$ cat config.mk
export PLATFORM = sky130hd
export DESIGN_NAME = ball_physics
export DESIGN_NICKNAME = d
export VERILOG_FILES = /design/src/rtl/ball_pkg.sv /design/src/rtl/ball_tick_gen.sv /design/src/rtl/ball_physics.sv
export SDC_FILE = /design/constraint.sdc
export NUM_CORES = 1
export LEC_CHECK = 0
export CORE_ASPECT_RATIO = 0.75
export CORE_MARGIN = 2
export CORE_UTILIZATION = 40
export DETAILED_ROUTE_END_ITERATION = 6
export PLACE_DENSITY = 0.64
export REMOVE_ABC_BUFFERS = 1
export SLEW_MARGIN = 20
export SYNTH_ARGS = -nofsm -noshare
export SYNTH_HDL_FRONTEND = slang
export SYNTH_SLANG_ARGS = --single-unit
$ cat constraint.sdc
create_clock -name clk -period 9.95 [get_ports clk]
set_input_delay 2.985 -clock clk [delete_from_list [all_inputs] [get_ports clk]]
set_output_delay 2.985 -clock clk [all_outputs]
set_load 0.03 [all_outputs]
$ cat src/rtl/ball_pkg.sv
// Shared types, playfield defaults and saturating/clamping helpers for the ball mover.
package ball_pkg;

    typedef enum logic [2:0] {
        IDLE   = 3'd0,
        VEL    = 3'd1,
        REQ_X  = 3'd2,
        REQ_Y  = 3'd3,
        COMMIT = 3'd4
    } state_t;

    localparam int DEF_X_MAX   = 159;
    localparam int DEF_Y_MAX   = 119;
    localparam int DEF_X_START = 80;
    localparam int DEF_Y_START = 60;

    // Symmetric saturation to [-vmax, +vmax].
    function automatic int sat_vel(input int v, input int vmax);
        int r;
        r = v;
        if (v > vmax) begin
            r = vmax;
        end else if (v < -vmax) begin
            r = -vmax;
        end
        return r;
    endfunction

    function automatic int clamp_pos(input int p, input int pmax);
        int r;
        r = p;
        if (p < 0) begin
            r = 0;
        end else if (p > pmax) begin
            r = pmax;
        end
        return r;
    endfunction

endpackage

$ cat src/rtl/ball_tick_gen.sv
// Free-running divider that emits a one-cycle physics tick at its terminal count.
module ball_tick_gen #(
    parameter int CLK_FREQUENCY_HZ       = 100000000,
    parameter int UPDATE_FREQUENCY_HZ    = 30,
    parameter int CNTR_WIDTH             = 32,
    parameter int SIMULATE               = 0,
    parameter int SIMULATE_FREQUENCY_CNT = 5
) (
    input  logic clk,
    input  logic reset,
    output logic tick
);

    localparam int TERM = (SIMULATE != 0) ? SIMULATE_FREQUENCY_CNT
                                          : (CLK_FREQUENCY_HZ / UPDATE_FREQUENCY_HZ) - 1;
    localparam logic [CNTR_WIDTH-1:0] TERM_CNT = CNTR_WIDTH'(TERM);

    logic [CNTR_WIDTH-1:0] cnt;

    assign tick = (cnt == TERM_CNT);

    always_ff @(posedge clk or posedge reset) begin
        if (reset) begin
            cnt <= '0;
        end else if (tick) begin
            cnt <= '0;
        end else begin
            cnt <= cnt + CNTR_WIDTH'(1);
        end
    end

endmodule

$ cat src/rtl/ball_physics.sv
// Tilt-driven ball mover: integrates acceleration into velocity and position, then
// checks each axis move against the maze map before committing it to x_out/y_out.
module ball_physics
    import ball_pkg::*;
#(
    parameter int CLK_FREQUENCY_HZ       = 100000000,
    parameter int UPDATE_FREQUENCY_HZ    = 30,
    parameter int CNTR_WIDTH             = 32,
    parameter int SIMULATE               = 0,
    parameter int SIMULATE_FREQUENCY_CNT = 5,
    parameter int ACCEL_WIDTH            = 8,
    parameter int DEAD_ZONE              = 8,
    parameter int ACCEL_SHIFT            = 2,
    parameter int VEL_WIDTH              = 8,
    parameter int VEL_MAX                = 63,
    parameter int VEL_SHIFT              = 2,
    parameter int POS_WIDTH              = 8,
    parameter int X_MAX                  = DEF_X_MAX,
    parameter int Y_MAX                  = DEF_Y_MAX,
    parameter int X_START                = DEF_X_START,
    parameter int Y_START                = DEF_Y_START
) (
    input  logic                          clk,
    input  logic                          reset,
    input  logic signed [ACCEL_WIDTH-1:0] accel_x_in,
    input  logic signed [ACCEL_WIDTH-1:0] accel_y_in,
    output logic                          map_req,
    output logic [POS_WIDTH-1:0]          map_x,
    output logic [POS_WIDTH-1:0]          map_y,
    input  logic                          map_valid,
    input  logic                          map_wall,
    output logic [POS_WIDTH-1:0]          x_out,
    output logic [POS_WIDTH-1:0]          y_out,
    output logic                          update_done,
    output logic                          busy,
    output logic                          overrun
);

    // Map handshake: map_req/map_x/map_y are a pure function of state and stay
    // constant for the whole REQ_X/REQ_Y visit; a query is accepted on the first
    // rising edge where map_req and map_valid are both high, and map_wall is only
    // looked at on that edge.

    state_t state, state_next;
    logic   tick;

    logic signed [ACCEL_WIDTH-1:0] accel_q   [2];
    logic signed [VEL_WIDTH-1:0]   vel_q     [2];
    logic [POS_WIDTH-1:0]          pos_out   [2];
    logic [POS_WIDTH-1:0]          pos_new   [2];
    logic [POS_WIDTH-1:0]          cand_q    [2];
    logic                          move_q    [2];

    logic signed [VEL_WIDTH-1:0]   vel_calc  [2];
    logic [POS_WIDTH-1:0]          cand_calc [2];
    logic                          move_calc [2];

    ball_tick_gen #(
        .CLK_FREQUENCY_HZ      (CLK_FREQUENCY_HZ),
        .UPDATE_FREQUENCY_HZ   (UPDATE_FREQUENCY_HZ),
        .CNTR_WIDTH            (CNTR_WIDTH),
        .SIMULATE              (SIMULATE),
        .SIMULATE_FREQUENCY_CNT(SIMULATE_FREQUENCY_CNT)
    ) u_tick_gen (
        .clk  (clk),
        .reset(reset),
        .tick (tick)
    );

    assign x_out = pos_out[0];
    assign y_out = pos_out[1];

    // Per-axis velocity and candidate position, evaluated from the sampled tilt.
    always_comb begin
        int a_i, mag_i, ae_i, v_i, d_i, p_i, sum_i, c_i, max_i;
        vel_calc  = '{default: '0};
        cand_calc = '{default: '0};
        move_calc = '{default: 1'b0};
        for (int i = 0; i < 2; i++) begin
            max_i = (i == 0) ? X_MAX : Y_MAX;
            a_i   = {{(32-ACCEL_WIDTH){accel_q[i][ACCEL_WIDTH-1]}}, accel_q[i]};
            mag_i = (a_i < 0) ? -a_i : a_i;
            ae_i  = (mag_i <= DEAD_ZONE) ? 0 : (a_i >>> ACCEL_SHIFT);
            v_i   = {{(32-VEL_WIDTH){vel_q[i][VEL_WIDTH-1]}}, vel_q[i]};
            if (ae_i != 0) begin
                v_i = sat_vel(v_i + ae_i, VEL_MAX);
            end else if (v_i > 0) begin
                v_i = v_i - 1;
            end else if (v_i < 0) begin
                v_i = v_i + 1;
            end
            d_i   = v_i >>> VEL_SHIFT;
            p_i   = {{(32-POS_WIDTH){1'b0}}, pos_out[i]};
            sum_i = p_i + d_i;
            c_i   = clamp_pos(sum_i, max_i);
            // Hitting the playfield edge kills the momentum on that axis.
            if (c_i != sum_i) begin
                v_i = 0;
            end
            vel_calc[i]  = v_i[VEL_WIDTH-1:0];
            cand_calc[i] = c_i[POS_WIDTH-1:0];
            move_calc[i] = (d_i != 0) && (c_i != p_i);
        end
    end

    always_ff @(posedge clk or posedge reset) begin
        if (reset) begin
            state <= IDLE;
        end else begin
            state <= state_next;
        end
    end

    always_comb begin
        state_next = state;
        unique case (state)
            IDLE:    if (tick) state_next = VEL;
            VEL:     state_next = REQ_X;
            REQ_X:   if (!move_q[0] || map_valid) state_next = REQ_Y;
            REQ_Y:   if (!move_q[1] || map_valid) state_next = COMMIT;
            COMMIT:  state_next = IDLE;
            default: state_next = IDLE;
        endcase
    end

    always_comb begin
        busy    = (state != IDLE);
        map_req = 1'b0;
        map_x   = '0;
        map_y   = '0;
        unique case (state)
            REQ_X: begin
                if (move_q[0]) begin
                    map_req = 1'b1;
                    map_x   = cand_q[0];
                    map_y   = pos_new[1];
                end
            end
            REQ_Y: begin
                if (move_q[1]) begin
                    map_req = 1'b1;
                    map_x   = pos_new[0];
                    map_y   = cand_q[1];
                end
            end
            default: ;
        endcase
    end

    always_ff @(posedge clk or posedge reset) begin
        if (reset) begin
            for (int i = 0; i < 2; i++) begin
                accel_q[i] <= '0;
                vel_q[i]   <= '0;
                pos_new[i] <= '0;
                cand_q[i]  <= '0;
                move_q[i]  <= 1'b0;
            end
            pos_out[0]  <= POS_WIDTH'(X_START);
            pos_out[1]  <= POS_WIDTH'(Y_START);
            update_done <= 1'b0;
            overrun     <= 1'b0;
        end else begin
            update_done <= (state == COMMIT);
            if (tick && (state != IDLE)) begin
                overrun <= 1'b1;
            end
            unique case (state)
                IDLE: begin
                    if (tick) begin
                        accel_q[0] <= accel_x_in;
                        accel_q[1] <= accel_y_in;
                    end
                end
                VEL: begin
                    for (int i = 0; i < 2; i++) begin
                        vel_q[i]   <= vel_calc[i];
                        cand_q[i]  <= cand_calc[i];
                        move_q[i]  <= move_calc[i];
                        pos_new[i] <= pos_out[i];
                    end
                end
                REQ_X: begin
                    if (move_q[0] && map_valid) begin
                        if (map_wall) begin
                            vel_q[0] <= '0;
                        end else begin
                            pos_new[0] <= cand_q[0];
                        end
                    end
                end
                REQ_Y: begin
                    if (move_q[1] && map_valid) begin
                        if (map_wall) begin
                            vel_q[1] <= '0;
                        end else begin
                            pos_new[1] <= cand_q[1];
                        end
                    end
                end
                COMMIT: begin
                    pos_out[0] <= pos_new[0];
                    pos_out[1] <= pos_new[1];
                end
                default: ;
            endcase
        end
    end

endmodule
==> metrics.csv <==
stage;metric;value;unit
cells_and_area;layout cells sized above 1;0.1278;
detailed_routing;DR DRC count;0;
cts;Clock Tree Root;clkbuf_16;
power;clock network power share;0.153;
timing;Worst Tran Pin Value;0.8302;ns
setup_path;Reg-to-Reg Start;accel_q[0]$_DFFE_PP0P_;
logic_synthesis;Syn Area/Cell;8.560;sq um
detailed_routing;antenna violation net count after detailed routing;0;
global_route;first-pass GRT wire length;46.08;mm
place;gp weighted congestion;0.9705;
setup_path;CP Data Required Time;10.24;ns
die;core area;0.02515;sq mm
power;Comb power frac;0.649;
cells_and_area;Net count, final;1363;
min_path;Min-Delay Path Depth;1;
place;dpl hpwl;21.03;mm
logic_synthesis;synth warn;0;
die;effective utilization at floorplan;0.4095;
logic_synthesis;cell taking the most area after synthesis;dfrtp_1;
power;VDD IR max;0.0001736;V
logic_synthesis;top-area cell type share of the netlist area;0.2746;
detailed_routing;drt total wl;27.88;mm
logic_synthesis;Yosys reg bits;119;
setup_path;element type at the critical path end;register;
die;die area;0.02706;sq mm
place;placed cell count;1587;
power;switching power;1884;uW
power;switch share;0.4811;
setup_path;CP max stage delay;0.55;ns
detailed_routing;wire per inst;17.19;um
die;# IOs;56;
cts;CTS Buf Count;17;
timing;Setup Viol. Count Final;0;
cts;CTS Hold Bufs;0;
cells_and_area;synthesis-to-finish area growth;18.40;%
power;Power per Cell Area;321.2;mW/mm^2
setup_path;CP max stage cell;or4b_4;
logic_synthesis;area of the mapped netlist;0.01030;sq mm
place;Post-Place Setup Slack;0.1255;ns
setup_path;R2R setup slack;0.56;ns
cells_and_area;Final Cell Area;0.01219;sq mm
detailed_routing;DR pass1 iterations;5;
global_route;pin count of the biggest net entering global routing;65;
global_route;grt total ovfl;0;
global_route;initial antenna violation count;1;
logic_synthesis;Synth Instances;1203;
cts;worst skew pair latency;0.41;ns
place;Placed Area;0.01139;sq mm
setup_path;worst path arrival time;9.68;ns
place;input/output buffers;55;
logic_synthesis;Distinct cells, synth;89;
die;die width;189.3;um
power;Flop pwr share;0.198;
cts;clock buffer depth;2;
die;FP Rows;50;
setup_path;crit-path most repeated cell;nor2_1;
power;Pint;2032;uW
power;Static Leak;0.005175;uW
timing;worst-case clock skew;0.007155;ns
setup_path;crit-path max FO;7;
logic_synthesis;post-synthesis sequential area ratio;0.2899;
logic_synthesis;synth top area cells;dfrtp_1 (27%), fa_1 (5.8%), ha_1 (5.1%), nor2_1 (4.3%), nand2_1 (3.9%);
cells_and_area;Cell Count, Final, Fillers Out;1622;
cts;H-tree Lvls;4;
timing;max-slew violations;0;
min_path;Hold Startpoint;overrun$_DFFE_PP0P_;
timing;slew margin rel.;0.4454;
die;Die Y;143.0;um
detailed_routing;drt via density;5.832;
cells_and_area;most frequent cells in the layout;nor2_1 (117), dfrtp_1 (113), nand2_1 (106);
setup_path;RR Endpoint;move_q[0]$_DFFE_PP0P_;
logic_synthesis;ys flop type;dfrtp_1;
detailed_routing;DRT iter0 DRCs;816;
timing;Tcrit/Tclk final;0.9434;
cts;clock sinks;119;
timing;final worst slack;0.5634;ns
timing;Fin. Hold Viols;0;
cts;CTS tree;yes;
global_route;GRT Overall Usage;0.2098;
setup_path;CP startpoint kind;register;
setup_path;reg2reg path depth;40;
timing;minimum clock period;9.387;ns
flow_run;MaxCap Viol Count;0;
cts;Worst-path clk slew;0.06;ns
min_path;Hold Path Class;register to register;
status;status;finished, final reports clean;
logic_synthesis;Synth async-reset ratio;1.000;
setup_path;CP Class;register to register;
detailed_routing;vias after detailed routing;9459;
min_path;sink of the worst hold path;overrun$_DFFE_PP0P_;
cells_and_area;commonest non-fill, non-tap cell in the layout;nor2_1;
logic_synthesis;Post-synth EDFFs;0;
timing;FMAX;106.5;MHz
global_route;vias in the first global route;8727;
## cells in the mapped netlist, types with 11 or more instances
| cell | n |
|---|---|
| a211oi_1 | 15 |
| a21o_1 | 19 |
| a21oi_1 | 61 |
| a22o_1 | 27 |
| a31oi_1 | 21 |
| and2_1 | 11 |
| and3_1 | 18 |
| clkbuf_1 | 38 |
| dfrtp_1 | 113 |
| fa_1 | 30 |
| ha_1 | 42 |
| inv_1 | 54 |
| mux2_2 | 26 |
| mux2i_1 | 19 |
| nand2_1 | 108 |
| nand3_1 | 42 |
| nand4_1 | 17 |
| nor2_1 | 118 |
| nor2b_1 | 27 |
| nor3_1 | 33 |
| nor3b_1 | 12 |
| nor4_1 | 21 |
| nor4b_1 | 11 |
| o21a_1 | 13 |
| o21ai_0 | 65 |
| o31ai_1 | 17 |
| or3_1 | 12 |
| xnor2_1 | 30 |
| xor2_1 | 34 |
## final cells by class
type / instances / area (sq um)
Fill cell: 2407 / 12960
Timing Repair Buffer: 91 / 835.8
Inverter: 55 / 209.0
Sequential cell: 119 / 2985
Multi-Input combinational cell: 987 / 7162
Tap cell: 338 / 422.9
Clock buffer: 22 / 474.2
Antenna cell: 1 / 2.502
Clock inverter: 9 / 100.1
## power by group through the flow
stage          logic (uW)  clock network (uW)  registers (uW)
3_3_place_gp         2420                   0             776
4_1_cts              2430                 608             771
2_1_floorplan        1720                   0             791
5_1_grt              2790                 635             795
3_5_place_dp         2410                   0             778
6_report             2540                 599             775
## worst max path at each step
stage                                 startpoint                     to  slack [ns]  cells after the start
final                     accel_q[0]$_DFFE_PP0P_  move_q[0]$_DFFE_PP0P_        0.56                     40
after CTS                 accel_q[0]$_DFFE_PP0P_  move_q[0]$_DFFE_PP0P_        0.07                     39
after floorplan           accel_q[8]$_DFFE_PP0P_   vel_q[8]$_DFFE_PP0P_       -1.21                     36
after global placement    accel_q[8]$_DFFE_PP0P_   vel_q[8]$_DFFE_PP0P_        0.27                     39
after detailed placement  accel_q[0]$_DFFE_PP0P_  move_q[0]$_DFFE_PP0P_        0.13                     39
after global routing      accel_q[0]$_DFFE_PP0P_  move_q[0]$_DFFE_PP0P_      -0.008                     39
## state kept, by name, indices dropped and copies added (netlist names)
signal	flops
accel_q	16
cand_q	16
move_q	2
overrun	1
pos_new	16
state	3
u_tick_gen.cnt	32
update_done	1
vel_q	16
x_out	8
y_out	8
## repair_timing
| action | CTS | global route |
|---|---|---|
| gates resized for setup | 0 | 44 |
| buffers inserted | 0 | 3 |
| setup endpoints to repair | 0 | 32 |
## per-stage QoR
stage	util	power, uW	hold WS, ns	TNS [ns]
2_1_floorplan	-	2506	0.4467	-14.60
3_3_place_gp	0.4530	3192	0.4527	0
3_5_place_dp	0.4530	3188	0.4460	0
4_1_cts	0.4759	3807	0.4633	0
5_1_grt	0.4848	4222	0.4905	-0.008151
6_report	0.4848	3916	0.4558	0
## critical path, delay by kind of cell (launching register included)
family	cells	cell delay (ns)
flops	1	0.41
simple gates	16	3.46
compound gates	14	2.91
buf+inv	3	0.23
fa+ha+maj	7	2.23
## logic make-up (layout without fill, tap and decap cells)
kind of cell / Yosys count / count (layout) / share of synthesized area
buffers and inverters: 97 / 177 / 0.03548
XOR/XNOR: 64 / 64 / 0.05444
flip-flops: 119 / 119 / 0.2899
other: 0 / 1 / 0
AO/OA/AOI/OAI: 326 / 326 / 0.2197
multiplexers: 46 / 46 / 0.04799
adder cells (fa/ha/maj): 72 / 72 / 0.1094
AND/OR/NAND/NOR: 479 / 479 / 0.2431
## metal layers
| layer | vias to the layer above | routed length [um] | GRT usage |
|---|---|---|---|
| met1 | 4537 | 15130 | 0.3445 |
| met2 | 323 | 10760 | 0.2794 |
| met3 | 23 | 1812 | 0.03588 |
| li1 | 4576 | - | - |
| met5 | - | 0 | 0 |
| met4 | 0 | 189 | 0.04284 |
(Power assumes the default switching activity.)
